[config.mk]
export PLATFORM = sky130hd
export DESIGN_NAME = instr_mem_fetch
export DESIGN_NICKNAME = d
export VERILOG_FILES = /design/src/rtl/instr_mem_fetch.sv
export SDC_FILE = /design/constraint.sdc
export NUM_CORES = 2
export LEC_CHECK = 0
export CORE_ASPECT_RATIO = 1.5
export CORE_MARGIN = 4
export CORE_UTILIZATION = 56
export CTS_CLUSTER_SIZE = 30
export DETAILED_ROUTE_END_ITERATION = 10
export PLACE_DENSITY = 0.72
export SLEW_MARGIN = 0
export SYNTH_ARGS = -nofsm -noshare
export SYNTH_HDL_FRONTEND = slang
export SYNTH_SLANG_ARGS = --single-unit
[constraint.sdc]
create_clock -name clk -period 4.9 [get_ports clk]
set_input_delay 0.49 -clock clk [delete_from_list [all_inputs] [get_ports clk]]
set_output_delay 0.49 -clock clk [all_outputs]
set_load 0.01 [all_outputs]
[src/rtl/instr_mem_fetch.sv]
// instr_mem_fetch
// Instruction memory for the IF stage of the MIPS pipeline. Holds DEPTH
// instruction words that are filled by a sequential program loader and then
// read with a registered, one-cycle fetch.
//
// Ports:
//   clk, rst    - rising-edge clock, asynchronous active-high reset
//   req, addr   - fetch request and byte address (word aligned, < 4*DEPTH)
//   stall       - holds instr/valid/fault and blocks new requests
//   instr       - fetched instruction, NOP_INSTR when nothing valid is held
//   valid       - instr/fault hold a completed fetch
//   fault       - completed fetch was misaligned or out of range
//   load_start  - enter (or restart) LOAD mode, pointer cleared to 0
//   load_valid  - write load_data at the pointer and advance it
//   load_data   - program word
//   load_done   - leave LOAD mode
//   loading     - high while in LOAD mode
//   load_count  - words written since the last load_start
module instr_mem_fetch #(
    parameter int              DATA_W    = 32,
    parameter int              ADDR_W    = 32,
    parameter int              DEPTH     = 64,
    parameter logic [DATA_W-1:0] NOP_INSTR = '0
) (
    input  logic                       clk,
    input  logic                       rst,
    input  logic                       req,
    input  logic [ADDR_W-1:0]          addr,
    input  logic                       stall,
    output logic [DATA_W-1:0]          instr,
    output logic                       valid,
    output logic                       fault,
    input  logic                       load_start,
    input  logic                       load_valid,
    input  logic [DATA_W-1:0]          load_data,
    input  logic                       load_done,
    output logic                       loading,
    output logic [$clog2(DEPTH):0]     load_count
);

    localparam int IW = $clog2(DEPTH);
    localparam int CW = IW + 1;
    localparam logic [CW-1:0] FULL_COUNT = CW'(DEPTH);

    typedef enum logic {
        RUN  = 1'b0,
        LOAD = 1'b1
    } state_t;

    state_t            state;
    state_t            state_nx;
    logic [CW-1:0]     count_nx;
    logic [DATA_W-1:0] instr_nx;
    logic              valid_nx;
    logic              fault_nx;
    logic              mem_we;

    logic [DATA_W-1:0] mem [DEPTH];

    logic [IW-1:0]     fetch_idx;
    logic              misaligned;
    logic              out_of_range;

    assign fetch_idx    = addr[IW+1:2];
    assign misaligned   = |addr[1:0];
    // Any set bit above the word-index field means addr >= 4*DEPTH.
    assign out_of_range = |addr[ADDR_W-1:IW+2];
    assign loading      = (state == LOAD);

    always_ff @(posedge clk or posedge rst) begin
        if (rst) begin
            state      <= RUN;
            load_count <= '0;
            instr      <= NOP_INSTR;
            valid      <= 1'b0;
            fault      <= 1'b0;
        end else begin
            state      <= state_nx;
            load_count <= count_nx;
            instr      <= instr_nx;
            valid      <= valid_nx;
            fault      <= fault_nx;
        end
    end

    // The array has no reset: a reset during a load keeps the words already
    // written, and power-up contents are undefined until loaded.
    always_ff @(posedge clk) begin
        if (mem_we) begin
            mem[load_count[IW-1:0]] <= load_data;
        end
    end

    always_comb begin
        state_nx = state;
        count_nx = load_count;
        instr_nx = instr;
        valid_nx = valid;
        fault_nx = fault;
        mem_we   = 1'b0;

        case (state)
            RUN: begin
                if (load_start) begin
                    state_nx = LOAD;
                    count_nx = '0;
                    instr_nx = NOP_INSTR;
                    valid_nx = 1'b0;
                    fault_nx = 1'b0;
                end else if (stall) begin
                    // Outputs hold; the producer keeps req/addr until release.
                end else if (req) begin
                    valid_nx = 1'b1;
                    if (misaligned || out_of_range) begin
                        instr_nx = NOP_INSTR;
                        fault_nx = 1'b1;
                    end else begin
                        instr_nx = mem[fetch_idx];
                        fault_nx = 1'b0;
                    end
                end else begin
                    instr_nx = NOP_INSTR;
                    valid_nx = 1'b0;
                    fault_nx = 1'b0;
                end
            end

            LOAD: begin
                instr_nx = NOP_INSTR;
                valid_nx = 1'b0;
                fault_nx = 1'b0;
                if (load_start) begin
                    count_nx = '0;
                end else begin
                    // A write in the load_done cycle still lands before exit;
                    // a full array ignores further words instead of wrapping.
                    if (load_valid && (load_count < FULL_COUNT)) begin
                        mem_we   = 1'b1;
                        count_nx = load_count + CW'(1);
                    end
                    if (load_done || (count_nx == FULL_COUNT)) begin
                        state_nx = RUN;
                    end
                end
            end

            default: begin
                state_nx = RUN;
            end
        endcase
    end

endmodule

# After elaboration in Yosys (flattened, before gate mapping)

Memory sizes are Yosys's and may differ from the RTL's.
Index checks and enable logic that the tools add are counted.

Eq/ne operators: 3
$add $sub $neg: 1
Bitwise logic cells: 1
Order comparisons: 1
Reductions and logical operators: 5
Muxes and demuxes: 29

Operators by type and width:

| operator                                      | number |
|---|---|
| two-way mux 32 bit                            | 4 |
| one-hot mux 32 bit (2 select lines)           | 1 |
| two-way mux 7 bit                             | 5 |
| OR reduction 24 bit                           | 1 |
| two-way mux 1 bit                             | 15 |
| one-hot mux 7 bit (2 select lines)            | 1 |
| adder 7 x 1 -> 7 bit (second input constant)  | 1 |
| == test 7 bit (second input constant)         | 1 |
| < comparator 7 bit (second input constant)    | 1 |
| one-hot mux 1 bit (2 select lines)            | 3 |
| inequality test 3 bit (second input constant) | 1 |
| logical OR 1 bit                              | 2 |
| inequality test 2 bit (second input constant) | 1 |
| OR reduction 2 bit                            | 1 |
| logical AND 1 bit                             | 1 |
| NOT 1 bit                                     | 1 |

Bits in writable memories: 2048
Output and inout port bits: 42
Register bits after elaboration: 42
Memories kept: 1

Memory list:

| memory | words | width | read ports | clocked after Yosys merged registers in | wr ports | RTL line | text |
|---|---|---|---|---|---|---|---|
| mem    | 64    | 32    | 1          | 0                                       | 1        | 58       | `logic [DATA_W-1:0] mem [DEPTH];` |

# Longest topological paths before layout

Word-level depth: 10
Mapped depth: 10

# Worst setup path after synthesis

Ideal clock, no wire load.

Path type: input to register
From: input port load_valid
To: memory mem[63][0], enable pin
Cell stages on the path: 6
Arrival: 2.943 ns
Required time: 4.479 ns
Path slack: 1.536 ns
Cell sequence: nor2b_1 -> and4_1 -> nand2_1 -> or2_2 -> clkbuf_1 -> nor2_1

Longest elaborated chain between the ends: 6

Ends and longest elaborated chain:

| element                                 | RTL line | text |
|---|---|---|
| start: declaration                      | 34       | `input logic load_valid,` |
| logical AND 1 bit                       | 137      | `if (load_valid && (load_count < FULL_COUNT)) begin` |
| two-way mux 1 bit                       | 137      |  |
| two-way mux 1 bit                       | 132      | `if (load_start) begin` |
| two-way mux 1 bit                       | 102      | `case (state)` |
| two-way mux 1 bit                       | 89       | `if (mem_we) begin` |
| two-way mux 1 bit (not written as such) | 90       | `mem[load_count[IW-1:0]] <= load_data;` |
| end: declaration                        | 58       |  |

Every way passes these cells.

# Worst setup path after layout

From: register load_count[6]
To: memory mem[5][7], enable pin

Longest elaborated chain between the ends: 7

Ends and longest elaborated chain:

| element                                 | RTL line | text |
|---|---|---|
| start: declaration                      | 38       | `output logic [$clog2(DEPTH):0] load_count` |
| start signal: assignment                | 79       | `load_count <= count_nx;` |
| < comparator 7 bit                      | 137      |  |
| logical AND 1 bit                       | 137      |  |
| two-way mux 1 bit                       | 137      |  |
| two-way mux 1 bit                       | 132      |  |
| two-way mux 1 bit                       | 102      |  |
| two-way mux 1 bit                       | 89       |  |
| two-way mux 1 bit (not written as such) | 90       |  |

Every way passes these cells.

==> reports/summary.txt <==
Synth Flop Type -> edfxtp_1
total wire length -> 204400 um
commonest cells after routing, fill and taps aside -> 2048 x edfxtp_1, 503 x mux2i_1, 262 x mux4_2
Worst Skew -> 23.79 ps
H-Tree Depth -> 4
max-cap violation count -> 0
Hold Vio Cnt, Final -> 0
Slew headroom -> 0.1359
initial antenna violation count -> 11
Final ANT Viol Nets -> 0
Crit. Startpoint -> load_count[6]
post-layout util -> 0.6369
worst r2r path cells -> 6
CP Max Fanout -> 17
hold buffer count at cts -> 0
initial core utilization -> 0.5627
Overflow after GRT -> 0
static leakage -> 29.77 nW
Worst Path Required -> 5390 ps
Die W -> 317.4 um
DIE HEIGHT -> 472.2 um
fin crit period -> 3475 ps
RSZ-0062 raised after global routing -> no
gpl congestion -> 0.8582
routed len/inst -> 32.75 um
routed wl met3 -> 18690 um
library cells used by synthesis -> 51
1st-pass router iterations -> 6
critical path endpoint -> mem[5][7]
fin nets -> 4262
flops & latches, synth -> 2090
met2 WL post-DR -> 104900 um
Worst Hold Class -> input port to async pin
Area growth, synth to finish -> 13.18%
post-route setup TNS -> 0 ps
status -> finished clean
yosys warns -> 0
Clk Latency, worst-skew pair -> 810 ps
DP Area -> 85050 sq um
WL met1 -> 72960 um
Filler Cell Count -> 9429
CTS resizes -> 0
post-synthesis sequential area ratio -> 0.7777
DRC viols -> 0
mean area per synthesized cell -> 20.43 sq um
R2R Setup Slk -> 1430 ps
DPL Wire Length -> 128400 um
RR Endpoint -> mem[5][7]
Max clock buf depth -> 3
cts bufs inserted -> 177
Peak VDD IR -> 0.3559 mV
max frequency -> 287.8 MHz
power per cell area -> 393.1 nW/um^2
PortBufs -> 112
CTS clk-pin slew, worst paths -> 70 ps
Post-CTS Setup Inserts -> 0
critical path endpoint category -> flip-flop
Post-synth ARST share -> 0.02010
routed vias/inst -> 6.529
Initial DRC Count -> 5459
synthesized area -> 80430 sq um
largest net degree at the start of global routing -> 65
Synth Net Count -> 4008
arrival time worst endpoint -> 3970 ps
CTS Root Cell -> clkbuf_16
Design Area, Final -> 91030 sq um
Startpoint Class -> flip-flop
share of cells above drive strength 1 -> 0.2103
Post-synth EDFFs -> 2048
CTS tree -> done
first-pass GRT wire length -> 291600 um
Sink Count -> 2090
die area -> 149900 sq um
total power -> 35.79 mW
Rows -> 170
Final Max Slew Viols -> 0
total number of vias -> 40730
Worst-Margin Slew -> 1296 ps
most common cell after layout, fill and taps aside -> edfxtp_1
Total GRT Usage -> 0.2708
Post-Synthesis Cells -> 3936
vias in the first global route -> 40590
period utilisation layout -> 0.7091
worst r2r src -> load_count[6]
top routing layer in use -> met5
Crit Path Category -> flip-flop to flip-flop
I/O pin total -> 113
# setup viols final -> 0
core area -> 142900 sq um
flip-flops by register name, summed over array words and instances, names as in the netlist:
register / count
mem: 2048
valid: 1
loading: 1
instr: 32
fault: 1
load_count: 7
through the flow:
step | instances | setup WS, ps | hold slack, ps
final | 6239 | 1425 | 159.0
after global routing | 6236 | 1295 | 168.5
after CTS | 6234 | 1471 | 123.6
after detailed placement | 5903 | 889.7 | 484.6
after global placement | 5903 | 957.1 | 479.2
after floorplan | 3936 | 1536 | 516.8
cells by family after synthesis:
family / Yosys count / synth area share
AO/OA/AOI/OAI: 486 / 0.04612
AND/OR/NAND/NOR: 285 / 0.01562
XOR/XNOR: 4 / 0.0004355
buffers and inverters: 242 / 0.01521
multiplexers: 828 / 0.1448
flip-flops: 2090 / 0.7777
adder cells (fa/ha/maj): 1 / 0.0001555
how the worst min path moves through the flow:
stage	from	to	slack, ps
detailed placement	instr[28]	instr[28]	480
CTS	rst	instr[6]	120
finish	rst	instr[16]	160
floorplan	instr[27]	instr[27]	520
global placement	instr[28]	instr[28]	480
global route	rst	instr[6]	170
critical path, cell delays in order, from the launching register on:
cell and delay [ps]:
dfrtp_1 420, nor2b_1 320, nand2_1 250, nor3b_1 400
nand2_1 700, nor2_4 800, buf_12 250
synthesized netlist by cell type (all sizes together), types with 4 or more instances:
master	count	share of area
a211o	31	0.0034
a211oi	62	0.0058
a21oi	38	0.0024
a221oi	31	0.0034
a22oi	93	0.0087
a2bb2oi	31	0.0034
a32o	31	0.0039
buf	138	0.010
clkbuf	100	0.0047
dfrtp	42	0.013
edfxtp	2048	0.76
inv	4	0.00019
mux2	63	0.0088
mux2i	503	0.063
mux4	262	0.073
nand2	109	0.0051
nand3	9	0.00056
nand3b	7	0.00065
nor2	111	0.0053
nor2b	12	0.00093
nor4	6	0.00047
o2111ai	31	0.0034
o221ai	32	0.0035
o22ai	94	0.0073
or2	4	0.00031
or3b	4	0.00044
xor2	4	0.00044
power by group:
part / leakage, nW / switching (mW) / internal (mW)
Sequential: 19.0 / 0.0105 / 19.6
Combinational: 7.87 / 1.17 / 0.585
Clock: 2.92 / 6.23 / 8.16
Total: 29.8 / 7.41 / 28.4
cell type report:
type | count | area, sq um | share of cell area
antenna | 5 | 12.51 | 0.0001374
clock buffer | 231 | 4838 | 0.05315
clock inverter | 100 | 1131 | 0.01243
inverter | 4 | 15.01 | 0.0001649
multi-input combinational | 1604 | 17200 | 0.1889
sequential | 2090 | 62550 | 0.6871
tap | 1892 | 2367 | 0.02601
timing repair buffer | 313 | 2918 | 0.03205
routing by layer:
| layer | vias up | GRT usage |
|---|---|---|
| met3 | 384 | 0.04912 |
| met1 | 21160 | 0.3515 |
| met5 | - | 0 |
| met4 | 2 | 0.09332 |
| li1 | 16900 | - |
| met2 | 2280 | 0.4657 |
No activity file was read; power rests on OpenSTA's default activity.
